## src/rtl/qpp_index_gen_par.sv

```systemverilog
// Multi-lane QPP interleaver index generator.
// Streams Pi(i) = (f1*i + f2*i^2) mod K, LANES indices per beat.
`timescale 1ns/1ps
module qpp_index_gen_par #(
    parameter int DATA_WIDTH = 32,
    parameter int LANES      = 4
) (
    input  logic                        aclk,
    input  logic                        aresetn,
    input  logic [DATA_WIDTH-1:0]       f1_tdata,
    input  logic [DATA_WIDTH-1:0]       f2_tdata,
    input  logic [DATA_WIDTH-1:0]       k_tdata,
    input  logic                        k_tvalid,
    output logic                        k_tready,
    output logic                        ind_tvalid,
    input  logic                        ind_tready,
    output logic [LANES*DATA_WIDTH-1:0] ind_tdata,
    output logic [LANES-1:0]            ind_tkeep,
    output logic                        ind_tuser,
    output logic                        ind_tlast,
    output logic                        cfg_err
);

    localparam int DW = DATA_WIDTH;
    localparam int CW = $clog2(2*LANES+3);

    typedef enum logic [1:0] {S_IDLE, S_INIT, S_STREAM} state_t;

    function automatic logic [DW-1:0] add_mod(
        input logic [DW-1:0] a, input logic [DW-1:0] b, input logic [DW-1:0] m);
        logic [DW:0] s;
        s = {1'b0, a} + {1'b0, b};
        if (s >= {1'b0, m})
            s = s - {1'b0, m};
        return s[DW-1:0];
    endfunction

    // True result lies in [0,m), so DW-bit wraparound of a-b+m is exact.
    function automatic logic [DW-1:0] sub_mod(
        input logic [DW-1:0] a, input logic [DW-1:0] b, input logic [DW-1:0] m);
        if (a >= b)
            return a - b;
        return a - b + m;
    endfunction

    state_t          state_q, state_d;
    logic [CW-1:0]   cnt_q, cnt_d;
    logic [DW-1:0]   rem_q, rem_d;
    logic            first_q, first_d;
    logic            cfg_err_q, cfg_err_d;
    logic [DW-1:0]   f1_q, f1_d, f2_q, f2_d, k_q, k_d;
    logic [DW-1:0]   p_q, p_d, g_q, g_d, c_q, c_d;
    logic [DW-1:0]   pl_q, pl_d, dd_q, dd_d;
    logic [DW-1:0]   lane_pi_q [LANES];
    logic [DW-1:0]   lane_pi_d [LANES];
    logic [DW-1:0]   lane_d_q  [LANES];
    logic [DW-1:0]   lane_d_d  [LANES];
    logic            last;
    logic            bad_cfg;
    logic            stream;
    logic [LANES-1:0] keep;

    assign stream  = (state_q == S_STREAM);
    assign last    = (rem_q <= DW'(LANES));
    assign bad_cfg = (k_tdata == '0) || (f1_tdata >= k_tdata) ||
                     (f2_tdata >= k_tdata);

    always_comb begin
        keep = '0;
        for (int j = 0; j < LANES; j++)
            keep[j] = (rem_q > DW'(j));
    end

    always_comb begin
        state_d   = state_q;
        cnt_d     = cnt_q;
        rem_d     = rem_q;
        first_d   = first_q;
        cfg_err_d = 1'b0;
        f1_d      = f1_q;
        f2_d      = f2_q;
        k_d       = k_q;
        p_d       = p_q;
        g_d       = g_q;
        c_d       = c_q;
        pl_d      = pl_q;
        dd_d      = dd_q;
        lane_pi_d = lane_pi_q;
        lane_d_d  = lane_d_q;
        unique case (state_q)
            S_IDLE: begin
                if (k_tvalid) begin
                    f1_d = f1_tdata;
                    f2_d = f2_tdata;
                    k_d  = k_tdata;
                    if (bad_cfg) begin
                        cfg_err_d = 1'b1;
                    end else begin
                        state_d = S_INIT;
                        cnt_d   = '0;
                        rem_d   = k_tdata;
                        first_d = 1'b1;
                    end
                end
            end
            S_INIT: begin
                cnt_d = cnt_q + 1'b1;
                // Slot 0 seeds the recurrence; slots 1..2L+1 are steps 0..2L.
                if (cnt_q == '0) begin
                    p_d = '0;
                    g_d = add_mod(f1_q, f2_q, k_q);
                    c_d = add_mod(f2_q, f2_q, k_q);
                end else begin
                    p_d = add_mod(p_q, g_q, k_q);
                    g_d = add_mod(g_q, c_q, k_q);
                    for (int j = 0; j < LANES; j++) begin
                        if (cnt_q == CW'(j+1))
                            lane_pi_d[j] = p_q;
                        if (cnt_q == CW'(j+LANES+1))
                            lane_d_d[j] = sub_mod(p_q, lane_pi_q[j], k_q);
                    end
                    if (cnt_q == CW'(LANES+1))
                        pl_d = p_q;
                    if (cnt_q == CW'(2*LANES+1)) begin
                        dd_d    = sub_mod(sub_mod(p_q, pl_q, k_q),
                                          lane_d_q[0], k_q);
                        state_d = S_STREAM;
                    end
                end
            end
            S_STREAM: begin
                if (ind_tready) begin
                    for (int j = 0; j < LANES; j++) begin
                        lane_pi_d[j] = add_mod(lane_pi_q[j], lane_d_q[j], k_q);
                        lane_d_d[j]  = add_mod(lane_d_q[j], dd_q, k_q);
                    end
                    rem_d   = rem_q - DW'(LANES);
                    first_d = 1'b0;
                    if (last)
                        state_d = S_IDLE;
                end
            end
            default: state_d = S_IDLE;
        endcase
    end

    always_ff @(posedge aclk) begin
        if (!aresetn) begin
            state_q   <= S_IDLE;
            cnt_q     <= '0;
            rem_q     <= '0;
            first_q   <= 1'b0;
            cfg_err_q <= 1'b0;
        end else begin
            state_q   <= state_d;
            cnt_q     <= cnt_d;
            rem_q     <= rem_d;
            first_q   <= first_d;
            cfg_err_q <= cfg_err_d;
        end
    end

    always_ff @(posedge aclk) begin
        f1_q      <= f1_d;
        f2_q      <= f2_d;
        k_q       <= k_d;
        p_q       <= p_d;
        g_q       <= g_d;
        c_q       <= c_d;
        pl_q      <= pl_d;
        dd_q      <= dd_d;
        lane_pi_q <= lane_pi_d;
        lane_d_q  <= lane_d_d;
    end

    assign k_tready   = (state_q == S_IDLE);
    assign cfg_err    = cfg_err_q;
    assign ind_tvalid = stream;
    assign ind_tuser  = stream & first_q;
    assign ind_tlast  = stream & last;
    assign ind_tkeep  = stream ? keep : '0;

    always_comb begin
        ind_tdata = '0;
        for (int j = 0; j < LANES; j++)
            if (ind_tkeep[j])
                ind_tdata[j*DW +: DW] = lane_pi_q[j];
    end

endmodule
```

## config.mk

```make
export PLATFORM = sky130hd
export DESIGN_NAME = qpp_index_gen_par
export DESIGN_NICKNAME = d
export VERILOG_FILES = /design/src/rtl/qpp_index_gen_par.sv
export SDC_FILE = /design/constraint.sdc
export NUM_CORES = 2
export LEC_CHECK = 0
export BUFFER_PORTS_ARGS = -buffer_cell sky130_fd_sc_hd__buf_2
export CAP_MARGIN = 5
export CORE_ASPECT_RATIO = 0.8
export CORE_MARGIN = 8
export CORE_UTILIZATION = 55
export CTS_BUF_LIST = sky130_fd_sc_hd__clkbuf_16
export DETAILED_ROUTE_END_ITERATION = 12
export GPL_ROUTABILITY_DRIVEN = 1
export PLACE_DENSITY = 0.87
export SLEW_MARGIN = 15
export SYNTH_ARGS = -nofsm -noshare
export SYNTH_HDL_FRONTEND = slang
export SYNTH_SLANG_ARGS = --single-unit
```

## constraint.sdc

```tcl
create_clock -name aclk -period 7.92 [get_ports aclk]
set_input_delay 2.376 -clock aclk [delete_from_list [all_inputs] [get_ports aclk]]
set_output_delay 2.376 -clock aclk [all_outputs]
set_load 0.1 [all_outputs]
```

Word-level counts from Yosys, hierarchy flattened
Index checks and enable logic that the tools add are counted.
Widths: inputs -> output; s select.
{"block": "totals", "regBits": 552, "inputBits": 100, "output_inout_bits": 137, "elab_cells": 226}
{"block": "op_classes", "n_addsub": 38, "magnitude_cmp": 25, "eq_ne": 25, "muxes": 90, "n_bitwise": 3, "n_reduce_logical": 24}
{"operator": "$mux 32", "count": 43}
{"operator": "$sub 32x32->32", "count": 18}
{"operator": "$mux 128", "count": 4}
{"operator": "$pmux 128 s2", "count": 2}
{"operator": "$add 32x32->33", "count": 12}
{"operator": "$ge 33x32->1", "count": 12}
{"operator": "$ge 32x32->1", "count": 8}
{"operator": "$add 32x32->32", "count": 6}
{"operator": "$gt 32x1->1 const B", "count": 2}
{"operator": "$gt 32x2->1 const B", "count": 2}
{"operator": "$pmux 32 s2", "count": 1}
{"operator": "$reduce_and 4->1", "count": 9}
{"operator": "$le 32x3->1 const B", "count": 1}
{"operator": "$logic_not 32->1", "count": 1}
{"operator": "$sub 32x3->32 const B", "count": 1}
{"operator": "$mux 1", "count": 28}
{"operator": "$ne 2x2->1 const B", "count": 14}
{"operator": "$eq 4x3->1 const B", "count": 4}
{"operator": "$mux 2", "count": 6}
{"operator": "$mux 4", "count": 3}
{"operator": "$reduce_and 3->1", "count": 4}
{"operator": "$eq 4x2->1 const B", "count": 2}
{"operator": "$eq 4x4->1 const B", "count": 2}
{"operator": "$pmux 4 s2", "count": 1}
{"operator": "other kinds (14)", "count": 19}

Longest topological paths before layout
{"block": "depth", "depth_word": 15, "depth_mapped": 43, "mapped_depth_nobuf": 42}

Worst setup path after synthesis
No wires, ideal clock.
{"block": "synth_path", "kind": "register to register", "from": "reg p_q[1]", "to": "reg dd_q[31] (data pin)", "setup_time_ns": 0.260, "arrival_ns": 7.408, "required_ns": 7.660, "slack_ns": 0.252, "path_stages_with_launch": 38, "path_buffers": 2, "synth_period_minus_slack_ns": 7.668, "path_cell_list": "edfxtp_1 inv_1 fa_1 nand2b_1 a21boi_0 o21ai_0 a21oi_1 a211o_1 a31oi_1 nor2_1 o21bai_1 a21oi_1 clkbuf_1 clkbuf_1 mux2i_1 ha_1 fa_1 nor2b_1 [... 2 more ...] a211oi_1 a311o_1 a211oi_1 o21ai_0 xor2_1 ha_1 a21o_1 a21oi_1 nor2b_1 a2111oi_0 and3b_1 a211oi_1 o21a_1 o21ai_0 a21boi_0 xnor2_1 nor2_1 xnor2_1"}
{"block": "synth_via", "elab_chain_len": 15, "elab_cells_between_ends": 21, "cone_classes": "add/sub (4); order compare (2); mux (15)"}
{"item": "from (decl)", "line_no": "52", "rtl": "logic [DW-1:0] p_q, p_d, g_q, g_d, c_q, c_d;"}
{"item": "from (signal assigned)", "line_no": "167", "rtl": "p_q <= p_d;"}
{"item": "branches (longest 5 deep; another with $sub 32x32->32)"}
{"item": "$mux 32 *", "line_no": "43", "rtl": "return a - b + m;"}
{"item": "$mux 32 *", "line_no": "124", "rtl": "if (cnt_q == CW'(2*LANES+1)) begin"}
{"item": "$mux 32 *", "line_no": "109", "rtl": "if (cnt_q == '0) begin"}
{"item": "$mux 32 *", "line_no": "90", "rtl": "unique case (state_q)"}
{"item": "branches (longest 5 deep; another with $sub 32x32->32)"}
{"item": "$mux 32 *", "line_no": "43"}
{"item": "to (signal assigned)", "line_no": "171", "rtl": "dd_q <= dd_d;"}
{"item": "to (decl)", "line_no": "53", "rtl": "logic [DW-1:0] pl_q, pl_d, dd_q, dd_d;"}
Mark *: on every way between the ends. The select of a mux whose other input is x is not followed.
A chain may end at the register's enable or synchronous reset.

Worst setup path in the final report
{"block": "layout_path", "from": "reg p_q[0]", "to": "reg dd_q[30] (data pin)"}
Same word-level chain as after synthesis.

==> results.sh <==
export IMPL_tns_ns=0
export IMPL_final_area_sq_um=90530
export IMPL_hp_class="reg2reg"
export IMPL_max_freq_mhz=131.1
export IMPL_wl_met1_mm=140.6
export IMPL_crit_path_frequent_cell="nor2_1"
export IMPL_cp_end_kind="flop"
export IMPL_switching_power_w=0.008372
export IMPL_pwr_share_comb_pct=60.8
export IMPL_whs_endpoint="first_q$_SDFFE_PN0P_"
export IMPL_finalMaxSlewViolations=0
export IMPL_synth_flop_cell="edfxtp_1"
export IMPL_fp_dieArea_sq_um=161000
export IMPL_synth_top_area_cell="edfxtp_1"
export IMPL_crit_type="reg2reg"
export IMPL_setup_viol=0
export IMPL_core_area_sq_um=147400
export IMPL_worst_path_buf_inv=6
export IMPL_finish_utilization_pct=61.42
export IMPL_drtIter0Drc=12327
export IMPL_place_area_sq_um=87720
export IMPL_wl_per_cell_um=29.50
export IMPL_cts_clk_slew_worst_paths_ns=0.06
export IMPL_synthArstFlopShare_pct=0
export IMPL_fp_dieH_um=360.4
export IMPL_start_kind="flop"
export IMPL_fin_crit_sh_pct=96.35
export IMPL_synthesis_area_sq_um=81560
export IMPL_slowest_delay_ns=0.43
export IMPL_routed_top_layer="met5"
export IMPL_wl_met2_mm=143.5
export IMPL_vias=85777
export IMPL_netSwitchingFraction_pct=45.49
export IMPL_cpLargestDelayFamily="compound AO/OA/AOI/OAI gates"
export IMPL_drc=0
export IMPL_r2r_setup_slack_ns=0.29
export IMPL_p_int_w=0.01003
export IMPL_status="complete, no violations"
export IMPL_via_per_inst=6.807
export IMPL_drive_gt1_share_pct=9.479
export IMPL_port_buffers=236
export IMPL_grtUsageTotal_pct=43.46
export IMPL_final_common_cell="ha_1"
export IMPL_syn_num_nets=11359
export IMPL_fin_crit_ns=7.631
export IMPL_layout_common_cells="ha_1 (1187), a21oi_1 (1130), nor2_1 (769)"
export IMPL_crit_path_start="p_q[0]$_SDFFCE_PP0P_"
export IMPL_p_clk_share_pct=19.3
export IMPL_wl_met3_mm=54.67
export IMPL_synth_warnings=0
export IMPL_cap_viol_max_count=0
export IMPL_timing_rr_end="dd_q[30]$_DFFE_PP_"
export IMPL_worstPathRequired_ns=8.42
export IMPL_worst_pin_slew_ns=1.286
export IMPL_r2r_start="p_q[0]$_SDFFCE_PP0P_"
export IMPL_ys_seq_area_share_pct=19.83
export IMPL_hold_depth=2
export IMPL_ant_nets=0
export IMPL_yosysTopAreaCellShare_pct=18.85
export IMPL_area_growth_pct=10.99
export IMPL_whs_ns=0.4777
export IMPL_hpwl_mm=289.9
export IMPL_place_gp_congestion=1.073
export IMPL_crit_slowest_cell="or4_4"
export IMPL_cts_max_path_buffers=3
export IMPL_p_leak_nw=41.66
export IMPL_insertion_delay_ns=0.76
export IMPL_grt_max_degree=137
export IMPL_cts_tree="yes"
export IMPL_p_per_area_nw_per_um2=203.3
export IMPL_syn_avg_cell_area_sq_um=8.129
export IMPL_hold_violations=0
export IMPL_io_pins=237
export IMPL_ir_worst_vdd_mv=0.1703
export IMPL_layout_nets=11852
export IMPL_cts_buffers=72
export IMPL_reg2reg_depth=41
export IMPL_seqPwrFrac_pct=19.9
export IMPL_gr_total_overflow=0
export IMPL_dpl_cell_count=12429
export IMPL_syn_inst=10034
export IMPL_cts_htree_levels=3
export IMPL_num_rows=126
export IMPL_ys_types=94
export IMPL_ys_seq_elements=552
export IMPL_clock_sinks=552
export IMPL_clk_root_buffer_cell="clkbuf_16"
export IMPL_antenna_found_initial=59
export IMPL_final_cells=12601
export IMPL_cp_max_fo=3
export IMPL_die_width_um=446.5
export IMPL_grt_pass1_wl_mm=522.5
export IMPL_slew_headroom_pct=13.48
export IMPL_start_util_pct=55.33
export IMPL_rsz0062_at_grt="yes"
export IMPL_firstDrtPassIters=10
export IMPL_synthTopCellsByArea="edfxtp_1 (19%), ha_1 (18%), a21oi_1 (7.1%)"
export IMPL_hp_start="first_q$_SDFFE_PN0P_"
export IMPL_grt_pass1_vias=77938
export IMPL_synth_edff_count=512
export IMPL_arrival_ns=8.13
export IMPL_totalWireLength_mm=371.8
export IMPL_fin_skew_ns=0.04161
==> how the worst max path moves through the flow <==
stage	slack [ns]	to	cells after the start
final	0.29	dd_q[30]$_DFFE_PP_	41
after global routing	-0.09	dd_q[30]$_DFFE_PP_	41
after CTS	0.01	dd_q[29]$_DFFE_PP_	43
after detailed placement	-0.22	dd_q[29]$_DFFE_PP_	43
after global placement	-0.17	dd_q[30]$_DFFE_PP_	38
after floorplan	0.25	dd_q[31]$_DFFE_PP_	37
==> power by group through the flow <==
| stage | clock, W | combinational (W) | sequential [W] |
|---|---|---|---|
| floorplan | 0 | 0.00730 | 0.00368 |
| global placement | 0 | 0.0103 | 0.00370 |
| detailed placement | 0 | 0.0105 | 0.00370 |
| CTS | 0.00354 | 0.0106 | 0.00364 |
| global route | 0.00363 | 0.0120 | 0.00365 |
| finish | 0.00355 | 0.0112 | 0.00365 |
==> synth_stat cells, types with 199 or more instances <==
cell and n:
ha_1 1190, a21oi_1 1150, nor2_1 797, nand2_1 681, a21o_1 614, o21ai_0 606
xnor2_1 600, inv_1 519, edfxtp_1 512, xor2_1 342, mux2i_1 200, nor3_1 199
==> worst min-delay path, stage by stage, from the launching register on <==
cell	delay (ns)
dfxtp_1	0.31
nand2_1	0.05
a21boi_0	0.07
==> cells by family (layout without fill, tap and decap cells) <==
logic type               Yosys count  count (layout)  share of synthesized area, %
flip-flops                       552             552                         19.83
AO/OA/AOI/OAI                   3579            3579                         27.99
XOR/XNOR                         942             942                         10.12
multiplexers                     259             259                         3.398
adder cells (fa/ha/maj)         1225            1225                         19.11
other                              0              36                             0
AND/OR/NAND/NOR                 2711            2711                         15.89
buffers and inverters            766            1313                         3.665
==> timing repair <==
item	CTS	global route
endpoints found under the setup margin	5	10
pin swaps	1	24
hold buffers	0	0
resized for setup	11	63
cloned	0	0
setup buffers	0	7
==> layout make-up <==
| class | count | area (sq um) |
|---|---|---|
| sequential | 552 | 16180 |
| clock inverter | 55 | 565.5 |
| inverter | 521 | 1963 |
| fill | 13034 | 56880 |
| tap | 1984 | 2482 |
| timing repair buffer | 664 | 4494 |
| clock buffer | 73 | 1827 |
| multi-input combinational | 8716 | 62930 |
| antenna | 36 | 90.09 |
==> flip-flops by register name (all words and copies together), names as in the netlist, 2 cells and up <==
signal / flops
lane_d_q: 128
lane_pi_q: 128
c_q: 32
dd_q: 32
f1_q: 32
f2_q: 32
g_q: 32
k_q: 32
p_q: 32
pl_q: 32
rem_q: 32
cnt_q: 4
state_q: 2
==> routing by layer <==
| metal | up-vias | global-route usage (%) |
|---|---|---|
| li1 | 38502 | - |
| met1 | 40027 | 54.59 |
| met2 | 5765 | 59.69 |
| met3 | 1441 | 17.31 |
| met4 | 42 | 31.61 |
| met5 | - | 0 |
==> per-stage QoR <==
| stage | total power [W] | setup slack, ns |
|---|---|---|
| after global routing | 0.01924 | -0.09116 |
| after global placement | 0.01399 | -0.1681 |
| after floorplan | 0.01098 | 0.2518 |
| after detailed placement | 0.01423 | -0.2213 |
| final | 0.01841 | 0.2893 |
| after CTS | 0.01781 | 0.01025 |
Power figures use the tool's default switching activity.
